<file path="src/rtl/acorn128_stream_out.sv">
// Output stage for the ACORN-128 core: captures results on core completion and
// streams ciphertext+tag (encrypt) or tag-verified plaintext (decrypt) as words.
module acorn128_stream_out #(
    parameter int unsigned WORD_W = 32
) (
    input  logic              clk,
    input  logic              rst_n,
    input  logic              core_ready_in,
    input  logic              encrypt_in,
    input  logic [127:0]      ciphertext_in,
    input  logic [127:0]      plaintext_in,
    input  logic [127:0]      tag_in,
    input  logic [127:0]      expected_tag_in,
    output logic [WORD_W-1:0] m_data_out,
    output logic              m_valid_out,
    output logic              m_last_out,
    input  logic              m_ready_in,
    output logic              tag_ok_out,
    output logic              tag_fail_out,
    output logic              busy_out,
    output logic              overrun_out
);

    localparam int unsigned ENC_WORDS = 256 / WORD_W;
    localparam int unsigned DEC_WORDS = 128 / WORD_W;
    localparam int unsigned CW        = $clog2(ENC_WORDS) + 1;

    typedef enum logic [1:0] {
        IDLE  = 2'd0,
        CHECK = 2'd1,
        SEND  = 2'd2
    } state_t;

    state_t         state_q, state_d;
    logic           ready_q;
    logic [255:0]   buffer;
    logic [127:0]   tag_calc;
    logic [127:0]   tag_exp;
    logic [CW-1:0]  cnt;
    logic [CW-1:0]  last_idx;
    logic           capture;
    logic           handshake;
    logic           is_last;
    logic           tags_eq;

    assign capture     = core_ready_in & ~ready_q;
    assign m_valid_out = (state_q == SEND);
    assign handshake   = m_valid_out & m_ready_in;
    assign is_last     = (cnt == last_idx);
    assign tags_eq     = (tag_calc == tag_exp);
    assign m_data_out  = m_valid_out ? buffer[255 -: WORD_W] : '0;
    assign m_last_out  = m_valid_out & is_last;
    assign busy_out    = (state_q != IDLE);

    always_comb begin
        state_d = state_q;
        case (state_q)
            IDLE:    if (capture) state_d = encrypt_in ? SEND : CHECK;
            CHECK:   state_d = tags_eq ? SEND : IDLE;
            SEND:    if (handshake && is_last) state_d = IDLE;
            default: state_d = IDLE;
        endcase
    end

    always_ff @(posedge clk or negedge rst_n) begin
        if (!rst_n) begin
            state_q <= IDLE;
        end else begin
            state_q <= state_d;
        end
    end

    always_ff @(posedge clk or negedge rst_n) begin
        if (!rst_n) begin
            ready_q      <= 1'b0;
            buffer       <= '0;
            tag_calc     <= '0;
            tag_exp      <= '0;
            cnt          <= '0;
            last_idx     <= '0;
            tag_ok_out   <= 1'b0;
            tag_fail_out <= 1'b0;
            overrun_out  <= 1'b0;
        end else begin
            ready_q      <= core_ready_in;
            tag_ok_out   <= 1'b0;
            tag_fail_out <= 1'b0;
            // Completion while busy is dropped; only the sticky flag records it.
            if (capture && state_q != IDLE) overrun_out <= 1'b1;
            case (state_q)
                IDLE: begin
                    if (capture) begin
                        cnt <= '0;
                        if (encrypt_in) begin
                            buffer   <= {ciphertext_in, tag_in};
                            last_idx <= CW'(ENC_WORDS - 1);
                        end else begin
                            buffer   <= {plaintext_in, 128'd0};
                            tag_calc <= tag_in;
                            tag_exp  <= expected_tag_in;
                            last_idx <= CW'(DEC_WORDS - 1);
                        end
                    end
                end
                CHECK: begin
                    cnt <= '0;
                    if (tags_eq) begin
                        tag_ok_out <= 1'b1;
                    end else begin
                        tag_fail_out <= 1'b1;
                        buffer       <= '0;
                    end
                end
                SEND: begin
                    if (handshake) begin
                        if (is_last) begin
                            buffer <= '0;
                        end else begin
                            buffer <= buffer << WORD_W;
                            cnt    <= cnt + 1'b1;
                        end
                    end
                end
                default: ;
            endcase
        end
    end

endmodule

</file>
<file path="config.mk">
export PLATFORM = sky130hd
export DESIGN_NAME = acorn128_stream_out
export DESIGN_NICKNAME = d
export VERILOG_FILES = /design/src/rtl/acorn128_stream_out.sv
export SDC_FILE = /design/constraint.sdc
export NUM_CORES = 1
export LEC_CHECK = 0
export ABC_AREA = 1
export CAP_MARGIN = 20
export CORE_MARGIN = 1
export CORE_UTILIZATION = 55
export DETAILED_ROUTE_END_ITERATION = 8
export HOLD_SLACK_MARGIN = 0.03
export PLACE_DENSITY = 0.9
export REMOVE_ABC_BUFFERS = 1
export SYNTH_ARGS = -nofsm -noshare
export SYNTH_HDL_FRONTEND = slang
export SYNTH_SLANG_ARGS = --single-unit
</file>
<file path="constraint.sdc">
create_clock -name clk -period 4 [get_ports clk]
set_input_delay 0.8 -clock clk [delete_from_list [all_inputs] [get_ports clk]]
set_output_delay 0.8 -clock clk [all_outputs]
set_load 0.01 [all_outputs]
</file>
==> results.yml <==
run_status:
  status: "complete, no violations"
synthesis:
  netlist_area_sq_um: 26500
  synth_common_cells: "1195 x nand2_1, 524 x dfrtp_1, 508 x nand3_1, 359 x o21ai_0, 195 x inv_1"
  netlist_instances: 3360
  synthSimpleGateAreaFrac: 0.278
  synth.area.mux_share: 0.0484
  synth_most_common_cell: "nand2_1"
  synth_edf_count: 0
  yosys_warnings: 0
  yosys.area.top_type: "dfrtp_1"
  synth_area_per_cell_sq_um: 7.88
  synth-xor-area-share: 0.0344
  yosysTopAreaCellShare: 0.495
  synth_cell_types: 24
  synthAdderAreaFrac: 0.00189
  synth_async_sr_flop_share: 1.00
  yosysSeqAreaShare: 0.495
  synth_area_leaders: "dfrtp_1 50%, nand2_1 17%, nand3_1 9.6%, o21ai_0 6.8%, mux2i_1 4.8%"
  synth_compound_area_frac: 0.0701
  ys_ff_latch: 524
  synth_top_family_by_area: "simple AND/OR/NAND/NOR gates"
  synth_ff_type: "dfrtp_1"
die:
  chipWidth_microns: 221
  initial_core_util: 0.556
  pin_count: 555
  fp-row-count: 80
  core_sq_um: 47600
  die_h_microns: 221
  die_area_sq_um: 49000
power:
  powerDensity_nw_per_um2: 720
  max-vdd-ir-drop_mv: 0.732
  p_leak_nw: 16.9
  p_total_mw: 24.6
critical_path:
  crit_type: "flip-flop to output port"
  cp_data_required_time_ns: 3.20
  r2r_cells: 12
  worstSetupStartpoint: "state_q[0]"
  crit_path_max_fanout: 33
  cp.arrival_ns: 2.76
  worstSetupStartpointType: "flip-flop"
  rr_startpoint: "tag_calc[79]"
  end_kind: "output port"
cells_and_area:
  nNetsFinal: 4286
  drive_above_1_share: 0.0360
  areaGrowthSynthToFinish_pct: 29.1
  final_cells: 4448
cts:
  ctsResizeCount: 0
  hold_buffers: 0
  h-tree-depth: 2
  clk_latency_ns: 0.63
  post_cts_buffers: 0
  cts_sinks: 524
  max-clock-path-buffers: 3
  tritoncts: "done"
  clkTransAtPathRegs_ns: 0.06
  root_buffer: "clkbuf_16"
  cts_buffers: 54
detailed_routing:
  dr.pass1.iters: 6
  wl_microns: 83700
  postRouteAntennaNets: 0
  post_drt_wl_per_cell_microns: 18.8
  drt_iter0_drc: 3303
  vias_per_cell: 5.66
  vias: 25200
  drcViolationCount: 0
place:
  dp.cells: 4323
  io_buffers: 554
  post-place-ws_ns: 0.657
  post-dp-hpwl_microns: 54100
  gp_congestion: 0.854
global_route:
  overflow: 0
  grt_pass1_wl_microns: 132000
  grt_pass1_vias: 24500
  grt_max_degree: 229
  grt_use_total: 0.340
  antenna_found_initial: 27
timing:
  setup_viol_count_final: 0
  finalMaxSlewViolations: 0
  max-slew-margin-rel: 0.309
  fin_crit_sh: 0.890
  min_period_ns: 3.56
  rsz0062_at_grt: "false"
  finalWorstSetupSlack_ns: 0.438
  hold_viol: 0
  worstMarginPinSlew_ns: 1.04
  fmax_mhz: 281
  skew_ns: 0.0329
worst_hold_path:
  hold_class: "input pin to async pin"
run:
  drv_cap: 0
-- area by class of cell --
class,instances,area [sq um]
clock inverters,13,218
clock buffers,86,1660
well taps,615,769
inverters,201,769
repair buffers,589,6060
diodes,25,62.6
flip-flops and latches,524,13100
fillers,3484,13500
multi-input cells,2395,11500
-- layer usage --
metal | global-route usage | part of all wire | vias up | wire length [microns]
met4 | 0.206 | 0.057 | 4 | 4760
met5 | 0 | 0.00033 | - | 28
met3 | 0.0530 | 0.083 | 282 | 6910
li1 | - | - | 11600 | -
met1 | 0.439 | 0.38 | 11900 | 32200
met2 | 0.543 | 0.48 | 1384 | 39800
-- cell usage in the layout, fill, tap and decap left out, types with 54 or more instances in the layout --
master	count
nand2_1	1193
nand3_1	508
clkbuf_16	54
xnor2_1	102
dfrtp_1	524
inv_1	194
o21ai_0	359
clkdlybuf4s50_1	552
mux2i_1	128
nor2_1	81
-- power breakdown --
| part | switching, mW | internal [mW] |
|---|---|---|
| Combinational | 6.35 | 3.72 |
| Clock | 2.18 | 3.11 |
| Sequential | 1.55 | 7.72 |
| Total | 10.1 | 14.5 |
-- stage by stage --
| stage | hold WS, ns | TNS [ns] | area, sq um | util |
|---|---|---|---|---|
| 2_1_floorplan | 0.442 | -4454.07 | 25300 | - |
| 3_3_place_gp | 0.441 | 0 | 32200 | 0.676 |
| 3_5_place_dp | 0.445 | 0 | 32200 | 0.676 |
| 4_1_cts | 0.199 | 0 | 34100 | 0.716 |
| 5_1_grt | 0.228 | 0 | 34200 | 0.718 |
| 6_report | 0.196 | 0 | 34200 | 0.718 |
-- path summary, 6_finish.rpt --
check | end | slack, ns
max | m_data_out[29] | 0.44
min | buffer[234] | 0.20
max reg2reg | buffer[219] | 0.65
min reg2reg | overrun_out | 0.46
max in group asynchronous | tag_calc[5] | 2.79
min in group clk | overrun_out | 0.46
-- logic make-up (layout without fill, tap and decap cells) --
family                     Yosys count  in the layout
AOI/OAI and AO/OA                  369            369
other                                0             25
and+or+nand+nor                   1790           1790
DFF                                524            524
muxes                              128            128
adders and majority gates            4              4
buffers and inverters              441            889
xor gates and xnor gates           104            104
-- registers in the layout, summed over array words and instances, names as in the netlist --
| signal | cells |
|---|---|
| buffer | 256 |
| cnt | 4 |
| last_idx | 2 |
| overrun_out | 1 |
| ready_q | 1 |
| state_q | 2 |
| tag_calc | 128 |
| tag_exp | 128 |
| tag_fail_out | 1 |
| tag_ok_out | 1 |
-- worst max-delay path, cell delays in order, from the launching register on --
cell             delay (ns)
dfrtp_1                0.42
inv_1                  0.14
ha_1                   0.33
buf_4                  0.44
nand2_1                0.10
inv_1                  0.15
clkdlybuf4s50_1        0.57
No activity file was read; power rests on OpenSTA's default activity.
